**config.mk**
```make
export PLATFORM = sky130hd
export DESIGN_NAME = gost_round_ctrl
export DESIGN_NICKNAME = d
export VERILOG_FILES = /design/src/rtl/gost_round_ctrl.sv
export SDC_FILE = /design/constraint.sdc
export NUM_CORES = 1
export LEC_CHECK = 0
export BUFFER_PORTS_ARGS = -buffer_cell sky130_fd_sc_hd__buf_4
export CORE_MARGIN = 5
export CORE_UTILIZATION = 35
export CTS_CLUSTER_SIZE = 10
export DETAILED_ROUTE_END_ITERATION = 10
export MAX_ROUTING_LAYER = met4
export SLEW_MARGIN = 15
export SYNTH_ARGS = -nofsm -noshare
export SYNTH_HDL_FRONTEND = slang
export SYNTH_SLANG_ARGS = --single-unit
```
**constraint.sdc**
```tcl
create_clock -name iclk -period 3 [get_ports iclk]
set_input_delay 0.15 -clock iclk [delete_from_list [all_inputs] [get_ports iclk]]
set_output_delay 0.15 -clock iclk [all_outputs]
set_load 0.01 [all_outputs]
```
**src/rtl/gost_round_ctrl.sv**
```systemverilog
// GOST 28147-89 round sequencer: holds N1/N2, drives an external round function for 32 Feistel rounds.
// Optional build macro GOST_ROUND_CTRL_PIPE_EN registers iround_f, so each round takes two cycles.
module gost_round_ctrl (
  input  logic        iclk,
  input  logic        irst_n,
  input  logic        istart,
  input  logic        idecrypt,
  input  logic [63:0] idata,
  output logic        oready,
  output logic        obusy,
  output logic [2:0]  ok_idx,
  output logic [31:0] on1,
  input  logic [31:0] iround_f,
  output logic [63:0] odata,
  output logic        ovalid
);

  typedef enum logic [1:0] {
    IDLE,
    RUN,
    DONE
  } state_t;

  state_t      state_q, state_d;
  logic [4:0]  round_q, round_d;
  logic [31:0] n1_q, n1_d;
  logic [31:0] n2_q, n2_d;
  logic        dec_q, dec_d;
  logic [31:0] fVal;
  logic        roundEn;
  logic        fwdOrder;

`ifdef GOST_ROUND_CTRL_PIPE_EN
  logic [31:0] f_q, f_d;
  logic        phase_q, phase_d;

  // Phase 0 captures f into f_q, phase 1 applies it; on1/ok_idx do not move in between.
  always_ff @(posedge iclk or negedge irst_n) begin
    if (!irst_n) begin
      f_q     <= 32'd0;
      phase_q <= 1'b0;
    end else begin
      f_q     <= f_d;
      phase_q <= phase_d;
    end
  end

  assign fVal    = f_q;
  assign roundEn = phase_q;
`else
  assign fVal    = iround_f;
  assign roundEn = 1'b1;
`endif

  always_ff @(posedge iclk or negedge irst_n) begin
    if (!irst_n) begin
      state_q <= IDLE;
      round_q <= 5'd0;
      n1_q    <= 32'd0;
      n2_q    <= 32'd0;
      dec_q   <= 1'b0;
    end else begin
      state_q <= state_d;
      round_q <= round_d;
      n1_q    <= n1_d;
      n2_q    <= n2_d;
      dec_q   <= dec_d;
    end
  end

  always_comb begin
    state_d = state_q;
    round_d = round_q;
    n1_d    = n1_q;
    n2_d    = n2_q;
    dec_d   = dec_q;
`ifdef GOST_ROUND_CTRL_PIPE_EN
    f_d     = f_q;
    phase_d = phase_q;
`endif
    case (state_q)
      IDLE, DONE: begin
        if (istart) begin
          n1_d    = idata[31:0];
          n2_d    = idata[63:32];
          dec_d   = idecrypt;
          round_d = 5'd0;
          state_d = RUN;
`ifdef GOST_ROUND_CTRL_PIPE_EN
          phase_d = 1'b0;
`endif
        end else if (state_q == DONE) begin
          state_d = IDLE;
        end
      end
      RUN: begin
`ifdef GOST_ROUND_CTRL_PIPE_EN
        f_d     = phase_q ? f_q : iround_f;
        phase_d = ~phase_q;
`endif
        // The last round folds f into N2 and skips the swap.
        if (roundEn) begin
          if (round_q == 5'd31) begin
            n2_d    = n2_q ^ fVal;
            state_d = DONE;
          end else begin
            n1_d    = n2_q ^ fVal;
            n2_d    = n1_q;
            round_d = round_q + 5'd1;
          end
        end
      end
      default: state_d = IDLE;
    endcase
  end

  // Forward subkey order for 24 rounds (encrypt) or 8 rounds (decrypt), then reversed.
  assign fwdOrder = dec_q ? (round_q < 5'd8) : (round_q < 5'd24);
  assign ok_idx   = (state_q == RUN) ? (fwdOrder ? round_q[2:0] : ~round_q[2:0]) : 3'd0;

  assign oready = (state_q != RUN);
  assign obusy  = (state_q == RUN);
  assign ovalid = (state_q == DONE);
  assign on1    = n1_q;
  assign odata  = {n2_q, n1_q};

endmodule

```
Word level (Yosys, flattened, before mapping)
Index checks and enable logic that the tools add are counted.
Operators by class
  $add $sub $neg: 1
  order comparisons: 2
  equality and inequality tests: 8
  multiplexer cells: 16
  bitwise gates (word level): 2
  reduce and logical (&&, ||, !) cells: 7
Operators by type and width (count)
  $mux W32: 4
  $pmux W32 S2: 2
  $xor A32 B32 Y32: 1
  $mux W5: 2
  $pmux W5 S2: 1
  $mux W2: 3
  $mux W3: 2
  $reduce_and A2 Y1: 3
  $add A5 B1 Y5 const B: 1
  $eq A5 B5 Y1 const B: 1
  $lt A5 B4 Y1 const B: 1
  $lt A5 B5 Y1 const B: 1
  $ne A2 B1 Y1 const B: 2
  $ne A2 B2 Y1 const B: 2
  $pmux W2 S2: 1
  $ne A3 B3 Y1 const B: 1
  $not A3 Y3: 1
  $reduce_and A3 Y1: 1
  $eq A2 B1 Y1 const B: 1
  $eq A2 B2 Y1 const B: 1
  $logic_not A2 Y1: 1
  $reduce_bool A2 Y1: 1
  $reduce_or A2 Y1: 1
  $mux W1: 1
Word-level totals
  flip-flop bits (word level): 72
  input bits: 100
  output and inout bits: 102
  logic and storage cells: 41

Longest topological paths before layout
  word-level depth: 4
  mapped depth: 10
  mapped depth without buffers: 7

Least setup slack after synthesis
No wires, ideal clock.
  path type: flip-flop to flip-flop
  start: reg round_q[0]
  end: reg round_q[0]
  library setup time: 125 ps
  arrival time: 1746 ps
  data required time: 2875 ps
  setup slack: 1129 ps
  stages on the path, launching flop included: 8
  buffers on the path: 1
  clock period less this slack: 1871 ps
  path through: dfrtp_1 ha_1 and3_1 ha_1 nor3b_4 nor2_4 buf_6 mux2_2
On the way
  word-level cells in the longest chain between the ends: 3
  elaborated cells between the ends (all ways): 6
  classes of those cells: add/sub: 1; eq/ne: 2; mux: 2; reduce/logical: 1
Ends and longest elaborated chain
  start, declared: RTL line 25  | logic [4:0] round_q, round_d;
  start signal, assigned: RTL line 64  | round_q <= round_d;
  $add A5 B1 Y5 or $eq A5 B5 Y1 (tied branches): RTL line 109, 103
  $mux W5 or $ne A2 B2 Y1 (tied branches)
  $pmux W5 S2 or $reduce_and A3 Y1 (tied branches)
Parallel ways exist; a longest one is shown, timed or not. The select of a mux whose other input is x is not followed.
A chain may end at the register's enable or synchronous reset.

Final worst setup path
  start: reg round_q[0]
  end: reg n2_q[18]
On the way
  word-level cells in the longest chain between the ends: 3
Ends and longest elaborated chain
  $eq A5 B5 Y1: RTL line 103  | if (round_q == 5'd31) begin
  $mux W32: RTL line 103
  $pmux W32 S2: RTL line 81  | case (state_q)
  end signal, assigned: RTL line 66  | n2_q <= n2_d;
  end, declared: RTL line 27  | logic [31:0] n2_q, n2_d;
Every way passes these cells.

==> results by group <==
Routing
  – Routed Antenna Nets: 0
  – Via count: 4081
  – Final wirelength: 13.07 mm
  – Avg Vias per Cell: 4.734
  – DRC viols: 0
  – 1st-pass router iterations: 4
  – WL/cell: 15.16 um
  – Drt first-iter violations: 374

Clock network
  – Clock sink count: 72
  – TritonCTS Buffers: 9
  – CTS Hold Bufs: 0
  – Post-CTS Resized: 0
  – TritonCTS clock tree: yes
  – Clock root buffer: clkbuf_16
  – Post-CTS setup buffer count: 0
  – Max clock buf depth: 2
  – H-tree depth: 3
  – Clk slew on worst S/H paths: 0.06 ns
  – Worst-Skew Late Latency: 0.32 ns

STA
  – Clock Skews: 0.006529 ns
  – Slew margin rel.: 35.12%
  – Fin crit period: 2.297 ns
  – Max Freq: 0.4353 GHz
  – Fin Setup TNS: 0 ns
  – Worst-Margin Slew: 0.9732 ns
  – Worst Hold Slack: -0.02509 ns
  – Max Slew Vio Count: 0
  – RSZ-0062 raised after global routing: no
  – Final Cycle Share: 76.58%
  – Setup violations, final: 0
  – Final hold violations: 28

Critical path
  – Worst EP required: 3.24 ns
  – CP max stage delay: 0.49 ns
  – Critical-path cell list: ha_1 -> and3_1 -> ha_2 -> buf_4 -> and2_1 -> a21oi_1 -> a21oi_1
  – CP Launch Type: flip-flop
  – Critical-path top delay cell: and2_1
  – WP data arrival: 2.54 ns
  – Crit end category: flip-flop
  – Crit path top cell by count: a21oi_1
  – Critical Path Fanout Max: 55
  – CP Class: flip-flop to flip-flop

Placed design
  – Port Buf Inserts: 201
  – Routability Congestion: 0.8285
  – DP HPWL: 9.384 mm

Global route
  – Remaining global-route overflow: 0
  – Largest net degree at the start of global routing: 73
  – Vias in the first global route: 4049
  – Initial antenna violation count: 0
  – GR Util All Layers: 17.84%
  – First-pass GRT wire length: 20.64 mm

Power and ir drop
  – Int Pwr: 3.939 mW
  – Cell Pwr Density: 1103 mW/mm^2
  – Switching share of power: 40.30%
  – Sequential share of power: 30.7%
  – Peak supply drop: 0.5565 mV
  – LEAKAGE: 2.824 nW
  – Comb pwr share: 51.7%
  – Clock power frac: 17.7%
  – Sw power: 2.659 mW

Status
  – Failing checks: hold timing
  – Status: complete, but fails checks

Synthesis
  – Mean post-synth cell area: 8.093 sq um
  – Mapped Area: 0.004370 sq mm
  – Number of synthesized register bits: 72
  – Sequential area share after synthesis: 41.23%
  – Post-Syn Instances: 540
  – Synth warn: 0
  – Syn_nets: 642
  – Synth cell types: 32

Final layout
  – Final net count: 792
  – Antenna Cells: 0
  – Fillers: 1213
  – Multi-input logic area: 0.002056 sq mm
  – Seq. cell area: 0.001802 sq mm
  – Share of layout cells above drive strength 1: 33.86%
  – Synth-to-layout area growth: 36.82%

Floorplanning
  – Row count: 40
  – Core area: 0.01211 sq mm
  – Die area: 0.01482 sq mm
  – Initial Util: 36.08%
  – I/O pins: 202
  – Die width: 121.7 um
  – Height of the die: 121.7 um

Worst hold path
  – Hold WC Path Type: input port to async pin

Job
  – Max-capacitance violation count: 0
-- worst max-delay path, delay by kind of cell, from the launching register on --
kind	cells	cell delay, ns
simple gates	2	0.66
buf+inv	1	0.46
flops	1	0.43
fa+ha+maj	2	0.39
compound gates	2	0.27
-- stage by stage --
stage	power, mW	std cells	utilization (%)	worst slack, ns	instance area (sq um)
after floorplan	4.185	540	-	1.129	4370
after global placement	5.408	847	46.71	0.8136	5658
after detailed placement	5.476	847	46.71	0.7197	5658
after CTS	6.679	862	49.37	0.6986	5979
after global routing	7.149	862	49.37	0.4913	5979
final	6.597	862	49.37	0.7026	5979
-- cells by family after synthesis --
group                    synth area share (%)
AO/OA/AOI/OAI                           19.50
flip-flops                              41.23
buffers and inverters                   12.08
multiplexers                           0.2576
AND/OR/NAND/NOR                         18.72
adder cells (fa/ha/maj)                0.8015
XOR/XNOR                                7.415
-- flip-flops by register name, summed over array words and instances (netlist names) --
name and flops:
on1 32, state_q 2, round_q 5, n2_q 32, dec_q 1
-- power groups by stage --
stage	Sequential, mW	Combinational [mW]	Clock, mW
floorplan	2.12	2.06	0
global placement	2.01	3.39	0
detailed placement	2.04	3.44	0
CTS	2.03	3.45	1.20
global route	2.11	3.80	1.24
finish	2.02	3.41	1.17
-- metal layers --
layer,GRT usage [%],up-vias,wire length [um]
li1,-,2047,-
met1,22.33,1876,5600
met2,29.56,144,6479
met3,3.157,14,779
met4,5.392,0,209
met5,-,-,0
-- cell type report --
class / count / area share (%)
multi-input cells: 390 / 34.38
flip-flops and latches: 72 / 30.13
repair buffers: 206 / 25.86
clock buffers: 12 / 4.290
well taps: 168 / 3.515
clock inverters: 3 / 1.088
inverters: 11 / 0.7324
-- path summary, 6_finish.rpt --
| path | from | end | slack (ns) | cells after the start |
|---|---|---|---|---|
| min in group iclk | idecrypt | dec_q | 0.03 | 3 |
| setup reg to reg | round_q[0] | n2_q[18] | 0.70 | 7 |
| max in group asynchronous | irst_n | on1[16] | 2.38 | 1 |
| hold / removal | irst_n | on1[11] | -0.03 | 1 |
| hold reg to reg | dec_q | dec_q | 0.50 | 2 |
| setup / recovery | round_q[0] | n2_q[18] | 0.70 | 7 |
-- synthesized netlist by cell type (all sizes together) --
| master | n | share of area [%] |
|---|---|---|
| ha | 2 | 0.57 |
| mux2 | 1 | 0.26 |
| and2 | 1 | 0.14 |
| xor2 | 2 | 0.40 |
| maj3 | 1 | 0.23 |
| nand2b | 12 | 1.7 |
| nand4 | 1 | 0.14 |
| a22oi | 1 | 0.17 |
| and3 | 1 | 0.14 |
| nand2 | 95 | 8.2 |
| nor3b | 1 | 0.43 |
| inv | 11 | 1.0 |
| o21ai | 44 | 5.0 |
| nor2b | 2 | 0.29 |
| clkbuf | 1 | 0.086 |
| buf | 66 | 11 |
| dfrtp | 72 | 41 |
| nand3b | 1 | 0.17 |
| xnor2 | 35 | 7.0 |
| a2bb2oi | 9 | 2.7 |
| a21oi | 74 | 8.5 |
| a31oi | 22 | 3.1 |
| nor2 | 85 | 7.5 |
-- placed cells by master (no fill, tap or decap), types with 2 or more instances in the layout --
cell type / n
xor2_1: 2
xnor2_1: 35
a31oi_1: 22
nand2b_1: 10
nor2_1: 84
o21ai_0: 20
dfrtp_1: 72
nand2_1: 94
a2bb2oi_2: 6
a21oi_1: 74
a2bb2oi_1: 3
inv_1: 10
bufinv_16: 2
o21ai_1: 24
clkbuf_16: 9
clkbuf_8: 2
buf_4: 206
No activity file was read; power rests on OpenSTA's default activity.
